--- src/rtl/s641_bist_pkg.sv ---
// Shared types, constants and the MISR update function for the s641 response compactor.
package s641_bist_pkg;

  localparam int S641_OUT_W = 24;
  localparam logic [S641_OUT_W-1:0] S641_MISR_POLY = 24'hC20001;

  typedef enum logic [1:0] {
    ST_IDLE = 2'd0,
    ST_RUN  = 2'd1,
    ST_DONE = 2'd2
  } state_e;

  // Galois step: shift up, fold the outgoing MSB back through the feedback mask, absorb din.
  function automatic logic [S641_OUT_W-1:0] misr_next(
    input logic [S641_OUT_W-1:0] sig,
    input logic [S641_OUT_W-1:0] din,
    input logic [S641_OUT_W-1:0] poly
  );
    logic [S641_OUT_W-1:0] fb;
    fb = sig[S641_OUT_W-1] ? poly : '0;
    return {sig[S641_OUT_W-2:0], 1'b0} ^ fb ^ din;
  endfunction

endpackage

--- src/rtl/misr_core.sv ---
// Signature register with synchronous reseed (load) and MISR absorb step (en); load has priority.
module misr_core
  import s641_bist_pkg::*;
#(
  parameter int                    WIDTH     = S641_OUT_W,
  parameter logic [WIDTH-1:0]      POLY      = S641_MISR_POLY,
  parameter logic [WIDTH-1:0]      RESET_SIG = '0
) (
  input  logic             CK,
  input  logic             RN,
  input  logic             load,
  input  logic             en,
  input  logic [WIDTH-1:0] seed,
  input  logic [WIDTH-1:0] din,
  output logic [WIDTH-1:0] sig
);

  logic [WIDTH-1:0] sig_q;
  logic [WIDTH-1:0] sig_d;

  always_comb begin
    sig_d = sig_q;
    if (load) begin
      sig_d = seed;
    end else if (en) begin
      sig_d = misr_next(sig_q, din, POLY);
    end
  end

  always_ff @(posedge CK or negedge RN) begin
    if (!RN) begin
      sig_q <= RESET_SIG;
    end else begin
      sig_q <= sig_d;
    end
  end

  assign sig = sig_q;

endmodule

--- src/rtl/s641_misr_compactor.sv ---
// Folds WINDOW valid s641 output samples into a MISR signature and holds it in DONE.
// Optional golden-signature comparator (PASS output) enabled by S641_MISR_CMP_EN.
module s641_misr_compactor
  import s641_bist_pkg::*;
#(
  parameter int               WIDTH  = S641_OUT_W,
  parameter logic [WIDTH-1:0] POLY   = S641_MISR_POLY,
  parameter logic [WIDTH-1:0] SEED   = '0,
  parameter int               WINDOW = 256
`ifdef S641_MISR_CMP_EN
  ,
  parameter logic [WIDTH-1:0] GOLDEN = '0
`endif
) (
  input  logic             CK,
  input  logic             RN,
  input  logic             START,
  input  logic             VALID,
  input  logic [WIDTH-1:0] DIN,
  output logic             BUSY,
  output logic             DONE,
  output logic [WIDTH-1:0] SIGNATURE,
`ifdef S641_MISR_CMP_EN
  output logic             PASS,
`endif
  output state_e           dbg_state_o
);

  localparam int CNT_W = $clog2(WINDOW + 1);
  localparam logic [CNT_W-1:0] CNT_LAST = CNT_W'(WINDOW - 1);

  // Handshake: a sample is consumed on every rising edge where VALID=1 and BUSY=1;
  // VALID outside RUN is ignored, and START outside RUN takes priority over VALID.

  state_e           state_q, state_d;
  logic [CNT_W-1:0] cnt_q, cnt_d;
  logic             load;
  logic             absorb;
  logic             last_take;

  always_comb begin
    state_d   = state_q;
    cnt_d     = cnt_q;
    load      = 1'b0;
    absorb    = 1'b0;
    last_take = 1'b0;
    case (state_q)
      ST_IDLE, ST_DONE: begin
        if (START) begin
          state_d = ST_RUN;
          cnt_d   = '0;
          load    = 1'b1;
        end
      end
      ST_RUN: begin
        if (VALID) begin
          absorb = 1'b1;
          cnt_d  = cnt_q + CNT_W'(1);
          if (cnt_q == CNT_LAST) begin
            last_take = 1'b1;
            state_d   = ST_DONE;
          end
        end
      end
      default: begin
        state_d = ST_IDLE;
      end
    endcase
  end

  always_ff @(posedge CK or negedge RN) begin
    if (!RN) begin
      state_q <= ST_IDLE;
      cnt_q   <= '0;
    end else begin
      state_q <= state_d;
      cnt_q   <= cnt_d;
    end
  end

  misr_core #(
    .WIDTH    (WIDTH),
    .POLY     (POLY),
    .RESET_SIG(SEED)
  ) u_misr (
    .CK  (CK),
    .RN  (RN),
    .load(load),
    .en  (absorb),
    .seed(SEED),
    .din (DIN),
    .sig (SIGNATURE)
  );

`ifdef S641_MISR_CMP_EN
  logic pass_q, pass_d;

  // Compare the value being written on the final sample, so PASS lines up with DONE.
  always_comb begin
    pass_d = pass_q;
    if (load) begin
      pass_d = 1'b0;
    end else if (last_take) begin
      pass_d = (misr_next(SIGNATURE, DIN, POLY) == GOLDEN);
    end
  end

  always_ff @(posedge CK or negedge RN) begin
    if (!RN) begin
      pass_q <= 1'b0;
    end else begin
      pass_q <= pass_d;
    end
  end

  assign PASS = pass_q;
`endif

  assign BUSY        = (state_q == ST_RUN);
  assign DONE        = (state_q == ST_DONE);
  assign dbg_state_o = state_q;

endmodule

--- config.mk ---
export PLATFORM = sky130hd
export DESIGN_NAME = s641_misr_compactor
export DESIGN_NICKNAME = d
export VERILOG_FILES = /design/src/rtl/s641_bist_pkg.sv /design/src/rtl/misr_core.sv /design/src/rtl/s641_misr_compactor.sv
export SDC_FILE = /design/constraint.sdc
export NUM_CORES = 1
export LEC_CHECK = 0
export BUFFER_PORTS_ARGS = -buffer_cell sky130_fd_sc_hd__buf_4
export CAP_MARGIN = 20
export CORE_UTILIZATION = 35
export CTS_BUF_LIST = sky130_fd_sc_hd__clkbuf_4 sky130_fd_sc_hd__clkbuf_8
export DETAILED_ROUTE_END_ITERATION = 8
export PLACE_DENSITY = 0.68
export SLEW_MARGIN = 30
export SYNTH_ARGS = -nofsm -noshare
export SYNTH_HDL_FRONTEND = slang
export SYNTH_SLANG_ARGS = --single-unit
--- constraint.sdc ---
create_clock -name CK -period 1.9 [get_ports CK]
set_clock_uncertainty 0.2 [all_clocks]
set_input_delay 0.38 -clock CK [delete_from_list [all_inputs] [get_ports CK]]
set_output_delay 0.38 -clock CK [all_outputs]
set_load 0.01 [all_outputs]
==> flow_metrics.tcl <==
set metrics [dict create \
    reg2reg_to "cnt_q[5]" \
    power.switching_uw 970 \
    switching_share 0.328 \
    die_width_microns 72.4 \
    grtUsageTotal 0.145 \
    crit_path_start_kind "flop" \
    gp_congestion 0.775 \
    area_growth_pct 35.2 \
    syn_area_per_cell_sq_um 10.7 \
    multi_input_area_sq_um 801 \
    vias 1403 \
    placed_cell_area_sq_um 2210 \
    synth_seq_cells 35 \
    synthAdderAreaFrac 0.0144 \
    synth_top_family_by_area "compound AO/OA/AOI/OAI gates" \
    worstPathRequired_ns 1.32 \
    grt_pass1_vias 1268 \
    synth_cells 162 \
    min_to "dbg_state_o[0]" \
    final_net_count 249 \
    setup_viol 0 \
    ant_nets 0 \
    rsz0062_at_grt "no" \
    vdd_drop_max_uv 675 \
    tightest_slew_ns 0.549 \
    regArea_sq_um 876 \
    start_util 0.364 \
    drtIter0Drc 48 \
    routed_via_density 4.89 \
    cap_violations 0 \
    yosysUniqueCellTypes 32 \
    hpwl_mm 2.45 \
    routedWlPerCell_microns 12.2 \
    ys_seq_area_frac 0.505 \
    finalHoldViolCount 0 \
    num_rows 25 \
    clk_latency_ns 0.29 \
    holdPathStages 4 \
    r2r_slack_ns 0.23 \
    min_period_ns 1.68 \
    leakage_uw 0.00113 \
    cts_tree "built" \
    stdcell_count 287 \
    ios 56 \
    intPower_uw 1990 \
    cts_inserted_buffers 5 \
    ys_warn_count 0 \
    core_sq_um 4750 \
    r2r-start "dbg_state_o[1]" \
    root_buffer "clkbuf_8" \
    dp_cells 278 \
    syn_area_sq_um 1730 \
    crit_arrival_ns 1.10 \
    wl_mm 3.51 \
    status "finished clean" \
    setup_tns_ns 0 \
    cts_buffer_depth 2 \
    die_height_microns 72.4 \
    hold-worst-slack_ns 0.165 \
    fmax_mhz 594 \
    antenna_found_initial 0 \
    min_from "VALID" \
    p_clk_frac 0.227 \
    drc 0 \
    cts_setup_buffers 0 \
    dieArea_sq_um 5240 \
    hold_path.class "in2reg" \
    crit_type "reg2out" \
    diodes 0 \
    pwr-share-comb 0.358 \
    final_area_sq_um 2340 \
    numClockSinks 35 \
    maxSlewHeadroom 0.634 \
    syn-num-nets 192 \
    drv_slew 0 \
    final_common_cell "buf_4" \
    synth-simple-area-share 0.150 \
    drive_gt1_frac 0.309 \
    power_density_nw_per_um2 1260 \
    cts.htree.levels 2 \
    finalCritPeriodShare 0.886 \
    drtPass1Iterations 4 \
    grt_max_degree 36 \
    clk_pin_slew_worst_paths_ns 0.07 \
    synthXorXnorAreaFrac 0.136 \
    worst_r2r_path_depth 3 \
    grt_pass1_wl_mm 5.80 \
    fillers 464 \
    endpoint_kind "primary output" \
    synth_compound_area_frac 0.152 \
    grt-ovfl-total 0 \
    synthMuxAreaShare 0.00578 \
    mostFrequentLayoutCells "buf_4, dfrtp_1, xnor2_1, nor3_1, a21o_1" \
    portBuffers 55 \
    seqPwrFrac 0.416 \
    path_max_fanout 9 \
]
[through the flow]
step,setup slack (ns),total power (uW),util
after floorplan,0.303,1830,-
after global placement,0.234,2300,0.466
after detailed placement,0.175,2310,0.466
after CTS,0.142,3000,0.491
after global routing,0.0681,3160,0.493
final,0.217,2960,0.493
[power groups by stage]
stage / Combinational (uW) / Sequential, uW / Clock, uW
4_1_cts: 1080 / 1230 / 691
2_1_floorplan: 548 / 1290 / 0
3_3_place_gp: 1060 / 1240 / 0
5_1_grt: 1170 / 1270 / 720
6_report: 1060 / 1230 / 671
3_5_place_dp: 1070 / 1240 / 0
[state kept, by name, indices dropped and copies added (netlist names)]
name,count
u_misr.sig,24
cnt_q,9
dbg_state_o,2
[per-layer routing]
layer,global-route usage,share of wire
met1,0.187,0.47
met2,0.229,0.46
met3,0.0375,0.055
met4,0.0654,0.017
met5,0,0
[worst max-delay path by stage]
stage                   start             end  slack [ns]  cells after the start
6_report       dbg_state_o[0]            BUSY        0.22                      2
4_1_cts              cnt_q[3]        cnt_q[8]        0.14                      5
2_1_floorplan  dbg_state_o[0]  u_misr.sig[13]        0.30                      5
3_5_place_dp         cnt_q[3]        cnt_q[8]        0.17                      5
5_1_grt              cnt_q[3]        cnt_q[8]        0.07                      5
3_3_place_gp         cnt_q[3]        cnt_q[8]        0.23                      5
[layout make-up]
class	instances	share of cell area
clock buffers	5	0.0294
well taps	67	0.0358
clock inverters	3	0.0187
inverters	3	0.00481
repair buffers	59	0.196
multi-input cells	115	0.342
flip-flops and latches	35	0.374
[worst max-delay path, stage by stage (launching register included)]
cell     delay [ns]
dfrtp_1        0.47
nor2b_1        0.20
buf_4          0.14
[synth_stat cells]
| cell | number | area (sq um) |
|---|---|---|
| mux2i_1 | 1 | 10.0 |
| nor2_4 | 1 | 11.3 |
| nor3_1 | 18 | 90.1 |
| nand2b_1 | 2 | 12.5 |
| o41ai_1 | 1 | 8.76 |
| o311ai_1 | 1 | 8.76 |
| nand2_1 | 8 | 30.0 |
| and3b_1 | 1 | 8.76 |
| nand4_1 | 1 | 6.26 |
| nor2_1 | 1 | 3.75 |
| xor2_1 | 2 | 17.5 |
| nand4b_1 | 1 | 8.76 |
| buf_4 | 1 | 7.51 |
| clkbuf_1 | 2 | 7.51 |
| dfrtp_1 | 35 | 876 |
| nand3b_1 | 1 | 7.51 |
| nor4b_1 | 1 | 8.76 |
| o211ai_1 | 3 | 22.5 |
| inv_1 | 3 | 11.3 |
| a22o_1 | 2 | 17.5 |
| buf_6 | 1 | 11.3 |
| buf_2 | 5 | 25.0 |
| a21o_1 | 18 | 135 |
| o21ai_1 | 7 | 35.0 |
| xnor2_1 | 25 | 219 |
| nor2b_1 | 3 | 18.8 |
| o31ai_1 | 4 | 30.0 |
| ha_1 | 2 | 25.0 |
| a21oi_1 | 1 | 5.00 |
| nor4_1 | 1 | 6.26 |
| or4_1 | 1 | 7.51 |
| nand3_1 | 8 | 40.0 |
[timing repair]
action                     CTS  global route
gates resized for setup      0             1
hold buffers                 1             0
setup endpoints to repair    0             1
hold endpoints to repair    35             0
[logic make-up after synthesis]
logic type,count (synthesis)
DFF,35
adders and majority gates,2
muxes,1
buffers and inverters,12
xor gates and xnor gates,27
AOI/OAI and AO/OA,37
and+or+nand+nor,48
No activity file was read; power rests on OpenSTA's default activity.
